$ cat src/rtl/ripple_carry_adder_arbiter.sv
// Round-robin arbiter sharing one ripple-carry adder between NUM_REQ requesters,
// with a single-entry, backpressure-aware response stage and a transfer counter.

module ripple_carry_adder #(
    parameter int WIDTH = 2
) (
    input  logic [WIDTH-1:0] term1,
    input  logic [WIDTH-1:0] term2,
    output logic [WIDTH:0]   sum
);
    logic [WIDTH:0] carry;

    assign carry[0] = 1'b0;

    for (genvar i = 0; i < WIDTH; i++) begin : g_bit
        assign sum[i]     = term1[i] ^ term2[i] ^ carry[i];
        assign carry[i+1] = (term1[i] & term2[i]) | (carry[i] & (term1[i] ^ term2[i]));
    end

    assign sum[WIDTH] = carry[WIDTH];
endmodule

module ripple_carry_adder_arbiter #(
    parameter int WIDTH   = 2,
    parameter int NUM_REQ = 4,
    parameter int ID_W    = $clog2(NUM_REQ)
) (
    input  logic                     i_clk,
    input  logic                     i_rst,
    input  logic [NUM_REQ-1:0]       i_req_valid,
    input  logic [NUM_REQ*WIDTH-1:0] i_req_term1,
    input  logic [NUM_REQ*WIDTH-1:0] i_req_term2,
    output logic [NUM_REQ-1:0]       o_req_ready,
    output logic                     o_rsp_valid,
    output logic [ID_W-1:0]          o_rsp_id,
    output logic [WIDTH:0]           o_rsp_result,
    input  logic                     i_rsp_ready,
    output logic [15:0]              o_txn_count
);
    typedef enum logic {EMPTY, FULL} state_t;

    state_t           state;
    logic [ID_W-1:0]  r_prio;
    logic [ID_W-1:0]  win_id;
    logic             found;
    logic             cap;
    logic             transfer;
    int unsigned      idx;
    logic [WIDTH-1:0] add_a;
    logic [WIDTH-1:0] add_b;
    logic [WIDTH:0]   add_sum;
    logic [ID_W-1:0]  next_prio;

    assign o_rsp_valid = (state == FULL);
    assign cap         = !o_rsp_valid || i_rsp_ready;

    // Search starts at r_prio and wraps; the first valid requester wins and
    // also selects the adder operands.
    always_comb begin
        found  = 1'b0;
        win_id = '0;
        idx    = 0;
        add_a  = '0;
        add_b  = '0;
        for (int unsigned i = 0; i < NUM_REQ; i++) begin
            idx = (32'(r_prio) + i) % NUM_REQ;
            if (!found && i_req_valid[idx]) begin
                found  = 1'b1;
                win_id = ID_W'(idx);
                add_a  = i_req_term1[idx*WIDTH +: WIDTH];
                add_b  = i_req_term2[idx*WIDTH +: WIDTH];
            end
        end
    end

    assign transfer = found && cap && !i_rst;

    always_comb begin
        o_req_ready = '0;
        if (transfer) begin
            o_req_ready[win_id] = 1'b1;
        end
    end

    assign next_prio = (win_id == ID_W'(NUM_REQ - 1)) ? '0 : win_id + ID_W'(1);

    ripple_carry_adder #(.WIDTH(WIDTH)) u_adder (
        .term1 (add_a),
        .term2 (add_b),
        .sum   (add_sum)
    );

    always_ff @(posedge i_clk) begin
        if (i_rst) begin
            state        <= EMPTY;
            o_rsp_id     <= '0;
            o_rsp_result <= '0;
            r_prio       <= '0;
            o_txn_count  <= '0;
        end else begin
            if (transfer) begin
                o_rsp_id     <= win_id;
                o_rsp_result <= add_sum;
                r_prio       <= next_prio;
                o_txn_count  <= o_txn_count + 16'd1;
            end
            case (state)
                EMPTY: if (transfer) state <= FULL;
                FULL:  if (i_rsp_ready && !transfer) state <= EMPTY;
                default: state <= EMPTY;
            endcase
        end
    end
endmodule

$ cat config.mk
export PLATFORM = sky130hd
export DESIGN_NAME = ripple_carry_adder_arbiter
export DESIGN_NICKNAME = d
export VERILOG_FILES = /design/src/rtl/ripple_carry_adder_arbiter.sv
export SDC_FILE = /design/constraint.sdc
export NUM_CORES = 1
export LEC_CHECK = 0
export ABC_AREA = 1
export BUFFER_PORTS_ARGS = -buffer_cell sky130_fd_sc_hd__buf_2
export CAP_MARGIN = 20
export CORE_MARGIN = 1
export CORE_UTILIZATION = 54
export CTS_CLUSTER_DIAMETER = 120
export CTS_CLUSTER_SIZE = 14
export DETAILED_ROUTE_END_ITERATION = 8
export PLACE_DENSITY = 0.81
export SLEW_MARGIN = 20
export SYNTH_ARGS = -nofsm -noshare
export SYNTH_HDL_FRONTEND = slang
export SYNTH_HIERARCHICAL = 1
export SYNTH_SLANG_ARGS = --single-unit
$ cat constraint.sdc
create_clock -name i_clk -period 2.8 [get_ports i_clk]
set_clock_uncertainty 0.1 [all_clocks]
set_input_delay 0.56 -clock i_clk [delete_from_list [all_inputs] [get_ports i_clk]]
set_output_delay 0.56 -clock i_clk [all_outputs]
set_load 0.02 [all_outputs]
==> impl_metrics.toml, run 1 <==
[synthesis]
synth_edf_count = 0
yosysSeqAreaShare_pct = 23.0
synth.most_common_cell = "nand2_1"
synth_area_um2 = 2090
synthFlopType = "dfxtp_1"
synthCells = 351
yosysTopAreaCell = "nand2_1"
syn_nets = 381
synth_seq_cells = 24
yosys_warnings = 6
synth_top_area_share_pct = 24.2
ys_top_cells_by_count = "135 x nand2_1, 39 x inv_1, 30 x o21ai_0, 24 x dfxtp_1, 20 x nor2_1"
async_flop_share_pct = 0
synthDistinctLibCells = 32
synthTopCellsByArea = "nand2_1 24%, dfxtp_1 23%, o21ai_0 7.2%"
avgSynthCellArea_um2 = 5.96

[setup_path]
slowest_delay_ns = 0.37
startpoint_type = "register"
critPathArrivalTime_ns = 2.15
slowest_stage = "dfxtp_4"
worstPathMaxFanout = 6
critPathRequiredTime_ns = 2.14
worst-setup-path-type = "reg -> out"
crit_chain = "buf_12, nand2_1, nand2_4, nand2_4, nand2_4, nor2_4, nand2_1, nor2_2, nand2_2, nand3_4, inv_2, ha_2, inv_1, nor2_1, buf_4"
path_common_cell = "nand2_4"
setup.worst_path.end_class = "output port"

[power_and_ir_drop]
p_total_mw = 2.52
power.density_nw_per_um2 = 944
leakage_nw = 1.28
peakVddDrop_uv = 613

[sta]
final-max-slew-violation-count = 0
max_slew_margin_pct = 76.2
rsz0062_at_grt = "yes"
worstMarginPinSlew_ns = 0.356
fmaxAchievable_ghz = 0.356
timing.final.crit_period_ns = 2.81
timing.final.crit_share_pct = 100
setup_viol = 3
fin_ws_ns = -0.0122
finalHoldViolCount = 0

[clock_network]
insertion_delay_ns = 0.26
cts_buffers = 3
cts_tree = "yes"
clk_pin_slew_ns = 0.07
cts_buffer_depth = 2
cts_sinks = 24
h-tree-depth = 1
cts_root_buffer = "clkbuf_8"
ctsHoldBuffers = 0

[placed_design]
globalplace.congestion = 0.949
place_area_um2 = 2370
hpwl_um = 3660
dp_cells = 440
portBuffers = 48

[global_routing]
grt_usage_pct = 25.3
grt.overflow.total = 0
grt_start_max_net_pins = 22
antenna_found_initial = 0
grt_pass1_wl_um = 8490
grt_pass1_vias = 1984

[route]
num_vias = 2409
postRouteWirelength_um = 5350
drc = 0
vias_per_cell = 5.34
wl_per_cell_um = 11.9
drt_iter0_markers = 183
ant_nets = 0
drt-pass1-iter-count = 5

[run_status]
failed_checks = "setup timing"
status = "complete, but fails checks"

[floorplan]
die_area_um2 = 4130
ios = 49
die_x_um = 64.2
rows = 22
core_area_um2 = 3690
start_util_pct = 56.7
die_h_um = 64.2

[finish]
fill_cells = 314
area_delta_synth_final_pct = 27.6
post-route-util_pct = 72.4
drive_above_1_share_pct = 26.1
fin_area_um2 = 2670
nets = 435
diodes = 0
fin_cells = 451

[worst_hold_path]
min_path_type = "reg -> reg"

[job]
maxCapViolCount = 0
path summary, 6_finish.rpt:
check / slack [ns] / start / depth (start not counted) / end
max: -0.01 / r_prio[0]$_SDFFE_PP0P_ / 15 / o_req_ready[0]
min: 0.36 / o_rsp_result[1]$_SDFFE_PP0P_ / 2 / o_rsp_result[1]$_SDFFE_PP0P_
max reg2reg: 0.11 / r_prio[0]$_SDFFE_PP0P_ / 18 / o_rsp_result[1]$_SDFFE_PP0P_
min reg2reg: 0.36 / o_rsp_result[1]$_SDFFE_PP0P_ / 2 / o_rsp_result[1]$_SDFFE_PP0P_
flip-flops by register name, indices dropped and copies added, names as in the netlist:
signal / flops
o_txn_count: 16
r_prio: 2
o_rsp_id: 2
o_rsp_result: 3
o_rsp_valid: 1
cell families (layout without fill, tap and decap cells):
| group | after synthesis | count (layout) | synth area share, % |
|---|---|---|---|
| and+or+nand+nor | 193 | 193 | 39.6 |
| buffers and inverters | 57 | 109 | 12.7 |
| AOI/OAI and AO/OA | 56 | 56 | 14.4 |
| DFF | 24 | 24 | 23.0 |
| xor gates and xnor gates | 14 | 14 | 5.86 |
| adders and majority gates | 7 | 7 | 4.55 |
critical path: cells and delay by family (launching register included):
kind	cells	cell delay [ns]
AND/OR/NAND/NOR	10	0.95
flip-flops	1	0.37
adder cells (fa/ha/maj)	1	0.17
buffers and inverters	4	0.40
layer usage:
layer / vias up / GRT usage, % / share of wire [%]
met2: 88 / 40.4 / 46
met1: 1102 / 35.5 / 46
li1: 1209 / - / -
met3: 10 / 3.93 / 5.8
met5: - / 0 / 0
met4: 0 / 5.56 / 1.2
repair_timing:
action,4_1_cts,5_1_grt
endpoints found under the setup margin,4,4
gates cloned,1,1
resized for setup,9,37
buffers inserted,1,5
pin swaps,0,12
power breakdown:
part	leakage, nW	total (mW)	internal (mW)	switching (mW)
registers	0.196	0.446	0.400	0.0457
clock network	0.0216	0.198	0.0961	0.102
logic	1.06	1.88	0.742	1.14
total	1.28	2.52	1.24	1.28
final cells by class:
class	count	area (um2)	area share, %
multi-input combinational	270	1480	55.4
inverter	41	173	6.47
timing repair buffer	65	433	16.2
sequential	24	484	18.1
clock buffer	3	41.3	1.55
tap	48	60.1	2.25
per-stage QoR:
step / hold WS [ns] / worst slack (ns) / setup TNS, ns
floorplan: 0.440 / 0.172 / 0
global placement: 0.360 / 0.103 / 0
detailed placement: 0.354 / 0.0341 / 0
CTS: 0.365 / 0.00716 / 0
global route: 0.379 / -0.142 / -0.467
finish: 0.363 / -0.0122 / -0.0330
cells in the final DEF, fill, tap and decap left out, types with 2 or more instances in the layout:
cell type	count
nor3_1	3
nand2_4	11
nor2_1	19
dfxtp_1	23
ha_1	3
xnor2_1	4
nand3_2	2
a21oi_1	19
nand3_4	3
buf_2	44
o21ai_0	30
buf_4	18
nand2_2	6
ha_2	2
clkbuf_8	3
inv_1	36
nand4_1	5
nand3_1	15
nand2_1	124
o211ai_1	4
xor2_1	10
inv_2	3
No activity file was read; power rests on OpenSTA's default activity.
==> run 2, diff against run 1 <==
Settings changed: CORE_UTILIZATION 54 to 56, CTS_BUF_LIST set to sky130_fd_sc_hd__clkbuf_4 sky130_fd_sc_hd__clkbuf_8, PLACE_DENSITY 0.81 to 0.84.
==> run 2 against run 1 <==
Compared with the run above: the flow still finishes with violations (setup timing); flip-flop and latch count did not move; critical endpoint unchanged; worst setup slack got worse by 0.0038 ns; critical path depth rose by 1; global-route usage rose by 1.3 points; register-to-register slack improved by 0.02 ns; largest power group unchanged; largest cell class unchanged; via count rose by 1.9%; critical path type unchanged; die area fell by 3.5%; final area rose by 1.5%; power rose by 10%.
==> impl_metrics.toml, run 2 (same netlist as run 1, synthesis figures left out) <==
[placed_design]
place_area_um2 = 2370
globalplace.congestion = 0.952
hpwl_um = 3690
portBuffers = 48
dp_cells = 439

[floorplan]
start_util_pct = 60.3
core_area_um2 = 3470
die_x_um = 63.1
ios = 49
die_h_um = 63.1
rows = 21
die_area_um2 = 3980

[clock_network]
cts_root_buffer = "clkbuf_8"
insertion_delay_ns = 0.27
clk_pin_slew_ns = 0.09
cts_buffer_depth = 2
cts_tree = "yes"
ctsHoldBuffers = 0
h-tree-depth = 1
cts_buffers = 3
cts_sinks = 24

[setup_path]
critPathArrivalTime_ns = 2.16
path_common_cell = "nand2_2"
startpoint_type = "register"
cpLargestDelayFamily = "simple AND/OR/NAND/NOR gates"
critPathBufInv = 5
worstPathMaxFanout = 7
cp.depth = 16
rr_worst_depth = 15
crit_chain = "buf_6, clkbuf_16, nand2_4, nand2_2, nand2_2, nand2_4, nor2_4, nand2_1, nor2_2, nand2_2, nand3_4, inv_4, ha_4, inv_2, nor2_1, buf_4"
slowest_stage = "dfxtp_4"
worst-setup-path-type = "reg -> out"
setup.worst_path.end_class = "output port"
critPathRequiredTime_ns = 2.14
slowest_delay_ns = 0.37

[global_routing]
grt_pass1_wl_um = 8760
grt_usage_pct = 26.6
antenna_found_initial = 0
grt_start_max_net_pins = 25
grt_pass1_vias = 2132
grt.overflow.total = 0

[finish]
fin_cells = 453
final_common_cell = "nand2_1"
nets = 438
drive_above_1_share_pct = 28.3
fin_area_um2 = 2710
area_delta_synth_final_pct = 29.6
largestRegisters = "o_txn_count (16), o_rsp_result (3)"
largest_register_ffs = 16
largest_register = "o_txn_count"
diodes = 0
final_cell_mix = "125 x nand2_1, 44 x buf_2, 32 x inv_1"

[sta]
rsz0062_at_grt = "yes"
final-max-slew-violation-count = 0
fin_ws_ns = -0.0160
setup_viol = 2
worstMarginPinSlew_ns = 0.354
max_slew_margin_pct = 76.4
timing.final.crit_share_pct = 101
fmaxAchievable_ghz = 0.355
timing.final.crit_period_ns = 2.82
finalSetupTns_ns = -0.0207
finalHoldViolCount = 0

[power_and_ir_drop]
p_int_mw = 1.38
seqPwrFrac_pct = 15.9
peakVddDrop_uv = 527
power.density_nw_per_um2 = 1020
p_sw_mw = 1.39
power_frac_comb_pct = 73.0
clkPwrFrac_pct = 11.1
sw_frac_of_total_pct = 50.2
leakage_nw = 1.29

[route]
num_vias = 2455
ant_nets = 0
drt_iter0_markers = 197
drc = 0
wl_per_cell_um = 13.5
postRouteWirelength_um = 6090
drt-pass1-iter-count = 7
vias_per_cell = 5.42

[run_status]
status = "complete, but fails checks"
failed_checks = "setup timing"

[job]
maxCapViolCount = 0

[worst_hold_path]
min_path_type = "reg -> reg"
hold_path_depth = 2
[run 2: cell types whose count changed in the layout (fill, tap and decap cells not counted), sizes merged]
cell | previous run | this run
bufinv | 0 | 1
buf | 63 | 67
bufbuf | 1 | 0
[run 2: area by class of cell]
class / instances / area [um2]
tap: 46 / 57.6
sequential: 24 / 484
clock buffer: 3 / 41.3
inverter: 41 / 178
multi-input combinational: 270 / 1490
fill: 253 / 757
clock inverter: 1 / 30.0
timing repair buffer: 68 / 434
[run 2: through the flow]
step | hold slack (ns) | worst slack, ns | total power, mW | util, %
after CTS | 0.377 | 0.00186 | 2.25 | 71.2
final | 0.373 | -0.0160 | 2.78 | 78.2
after detailed placement | 0.364 | 0.0489 | 1.91 | 68.4
after global routing | 0.399 | -0.108 | 2.99 | 78.2
after floorplan | 0.440 | 0.172 | 1.57 | -
after global placement | 0.353 | 0.115 | 1.87 | 68.4
[run 2: worst min-delay path, cell delays in order (launching register included)]
cell and delay, ns:
dfxtp_1 0.32, nand3_1 0.07, nand2_1 0.05
[run 2: power by group through the flow]
stage                     Sequential (mW)  Clock (mW)  Combinational (mW)
after floorplan                     0.486           0                1.08
after global routing                0.444       0.327                2.22
after detailed placement            0.437           0                1.47
after global placement              0.436           0                1.44
final                               0.441       0.307                2.03
after CTS                           0.432       0.310                1.51
[run 2: worst paths after layout]
| check | from | endpoint | slack, ns |
|---|---|---|---|
| max | r_prio[0]$_SDFFE_PP0P_ | o_req_ready[0] | -0.02 |
| min | o_rsp_result[0]$_SDFFE_PP0P_ | o_rsp_result[0]$_SDFFE_PP0P_ | 0.37 |
| min reg2reg | o_rsp_result[0]$_SDFFE_PP0P_ | o_rsp_result[0]$_SDFFE_PP0P_ | 0.37 |
| max reg2reg | r_prio[0]$_SDFFE_PP0P_ | o_rsp_result[1]$_SDFFE_PP0P_ | 0.13 |
[run 2: repair_timing]
item / CTS / global route
setup endpoints to repair: 4 / 4
resized for setup: 7 / 45
setup buffers: 1 / 8
cloned: 0 / 1
pin swaps: 1 / 21
[run 2: routing by layer]
| layer | vias to the layer above | share of wire, % | GRT usage [%] |
|---|---|---|---|
| li1 | 1214 | - | - |
| met2 | 97 | 50 | 46.6 |
| met4 | 0 | 1.2 | 6.10 |
| met3 | 6 | 7.1 | 3.99 |
| met1 | 1138 | 42 | 33.8 |
| met5 | - | 0 | 0 |
==> run 3, diff against run 2 <==
Settings changed: CORE_UTILIZATION 56 to 50, PLACE_DENSITY 0.84 to 0.76.
==> run 3 against run 2 <==
Compared with the run above: the flow still finishes with violations (setup timing); via count shrank 2.5%; cell count up 1.8%; die area grew 12%; core utilization fell by 9.0 points; first-iteration DRC count down 42%; count of clock-buffer cells in the layout is the same; hold slack lost 0.0059 ns; sequential share of layout area shrank 0.24 points; critical path type unchanged; critical endpoint is now o_req_ready[2]; largest cell class unchanged; largest power group unchanged.
==> impl_metrics.toml, run 3 (same netlist as run 1, synthesis figures left out) <==
[placed_design]
globalplace.congestion = 0.912
hpwl_um = 3790
place_area_um2 = 2380
pre_cts_ws_ns = 0.0579
portBuffers = 48

[global_routing]
grt_pass1_wl_um = 8430
grt_start_max_net_pins = 27
grt_usage_pct = 24.1
grt_pass1_vias = 1959
grt.overflow.total = 0
antenna_found_initial = 0

[setup_path]
worstPathMaxFanout = 8
worst-setup-path-type = "reg -> out"
critPathRequiredTime_ns = 2.14
setup.worst_path.end_class = "output port"
rr_endpoint = "o_rsp_result[1]$_SDFFE_PP0P_"
path_common_cell = "nand2_4"
r2r-start = "r_prio[0]$_SDFFE_PP0P_"
slowest_stage = "dfxtp_4"
worstSetupEndpoint = "o_req_ready[2]"
crit_chain = "clkinv_8, nand2_4, nand2_4, nand2_4, nand2_4, nor2_4, nand2_1, nor2_2, nand2_2, nand3_4, ha_1, inv_1, nor2_1, buf_4"
slowest_delay_ns = 0.43
worst-r2r-setup-slack_ns = 0.25
critPathArrivalTime_ns = 2.15
startpoint_type = "register"
rr_worst_depth = 17
crit_start = "r_prio[0]$_SDFFE_PP0P_"

[sta]
final-max-slew-violation-count = 0
fin_ws_ns = -0.0147
hold_slack_ns = 0.367
worstMarginPinSlew_ns = 0.352
finalHoldViolCount = 0
setup_viol = 1
rsz0062_at_grt = "yes"
timing.final.crit_share_pct = 101
timing.final.crit_period_ns = 2.81
fmaxAchievable_ghz = 0.355
max_slew_margin_pct = 76.5

[route]
wl_per_cell_um = 12.5
drt_iter0_markers = 115
drt-pass1-iter-count = 5
vias_per_cell = 5.19
ant_nets = 0
num_vias = 2393
postRouteWirelength_um = 5750
drc = 0

[power_and_ir_drop]
seqPwrFrac_pct = 17.1
leakage_nw = 1.31
sw_frac_of_total_pct = 51.1
clkPwrFrac_pct = 7.5
p_sw_mw = 1.40
power.density_nw_per_um2 = 987
power_frac_comb_pct = 75.3
p_int_mw = 1.34
peakVddDrop_uv = 499

[clock_network]
cts_root_buffer = "clkbuf_8"
h-tree-depth = 1
cts_buffer_depth = 2
cts_buffers = 3
cts_sinks = 24
ctsHoldBuffers = 0
insertion_delay_ns = 0.27
cts_tree = "yes"
clk_pin_slew_ns = 0.08

[finish]
post-route-util_pct = 69.2
diodes = 0
fin_area_um2 = 2770
final_cell_mix = "119 x nand2_1, 44 x buf_2, 34 x inv_1"
largestRegisters = "o_txn_count (16), o_rsp_result (3)"
fill_cells = 337
area_delta_synth_final_pct = 32.4
largest_register = "o_txn_count"
drive_above_1_share_pct = 30.7
final_common_cell = "nand2_1"
nets = 443
largest_register_ffs = 16

[run_status]
status = "complete, but fails checks"
failed_checks = "setup timing"

[floorplan]
rows = 23
die_x_um = 66.7
core_area_um2 = 4000
start_util_pct = 52.3
die_h_um = 66.7
ios = 49
die_area_um2 = 4450

[job]
maxCapViolCount = 0

[worst_hold_path]
min_path_type = "reg -> reg"
run 3: cell count changes in the layout (fill, tap and decap cells not counted), sizes merged:
cell    delta
buf        +6
clkinv     +1
clkbuf     -1
inv        -1
bufinv     -1
run 3: metrics by stage:
step / total power [mW] / std cells / setup TNS, ns
2_1_floorplan: 1.57 / 351 / 0
3_3_place_gp: 1.89 / 445 / 0
3_5_place_dp: 1.92 / 445 / 0
4_1_cts: 2.14 / 448 / 0
5_1_grt: 2.97 / 461 / -0.299
6_report: 2.73 / 461 / -0.0147
run 3: worst min-delay path by stage:
stage,end,cells past startpoint,start,slack [ns]
floorplan,o_rsp_result[0]$_SDFFE_PP0P_,2,o_rsp_result[0]$_SDFFE_PP0P_,0.44
global placement,o_rsp_result[1]$_SDFFE_PP0P_,2,o_rsp_result[1]$_SDFFE_PP0P_,0.36
detailed placement,o_rsp_result[2]$_SDFFE_PP0P_,2,o_rsp_result[2]$_SDFFE_PP0P_,0.36
CTS,o_rsp_result[2]$_SDFFE_PP0P_,2,o_rsp_result[2]$_SDFFE_PP0P_,0.37
global route,o_rsp_result[0]$_SDFFE_PP0P_,2,o_rsp_result[0]$_SDFFE_PP0P_,0.39
finish,o_rsp_result[0]$_SDFFE_PP0P_,2,o_rsp_result[0]$_SDFFE_PP0P_,0.37
run 3: final cells by class:
class                           count  area (um2)  share of cell area (%)
Tap cell                           50        62.6                    2.26
Clock buffer                        3        41.3                    1.49
Multi-Input combinational cell    270        1540                    55.5
Sequential cell                    24         488                    17.6
Inverter                           41         171                    6.19
Timing Repair Buffer               73         468                    16.9
run 3: timing repair:
| action | in CTS | in global routing |
|---|---|---|
| setup endpoints to repair | 4 | 4 |
| buffers inserted | 0 | 13 |
| gates resized for setup | 4 | 69 |
| pin swaps | 0 | 29 |
run 3: per-layer routing:
layer  GRT usage (%)  share of wire (%)  vias to the layer above
li1                -                  -                     1220
met5               0                  0                        -
met4            5.05                1.4                        0
met3            3.94                5.0                       10
met2            37.9                 47                       78
met1            34.3                 46                     1085
run 3: power by group through the flow:
| stage | Sequential, mW | Combinational (mW) | Clock [mW] |
|---|---|---|---|
| after floorplan | 0.486 | 1.08 | 0 |
| after global routing | 0.473 | 2.27 | 0.222 |
| final | 0.468 | 2.06 | 0.206 |
| after detailed placement | 0.458 | 1.47 | 0 |
| after global placement | 0.456 | 1.43 | 0 |
| after CTS | 0.455 | 1.48 | 0.210 |
run 3: worst max-delay path: cells and delay by family (launching register included):
family	cells	cell delay, ns
fa+ha+maj	1	0.16
buf+inv	3	0.29
flops	1	0.43
simple gates	10	1.00
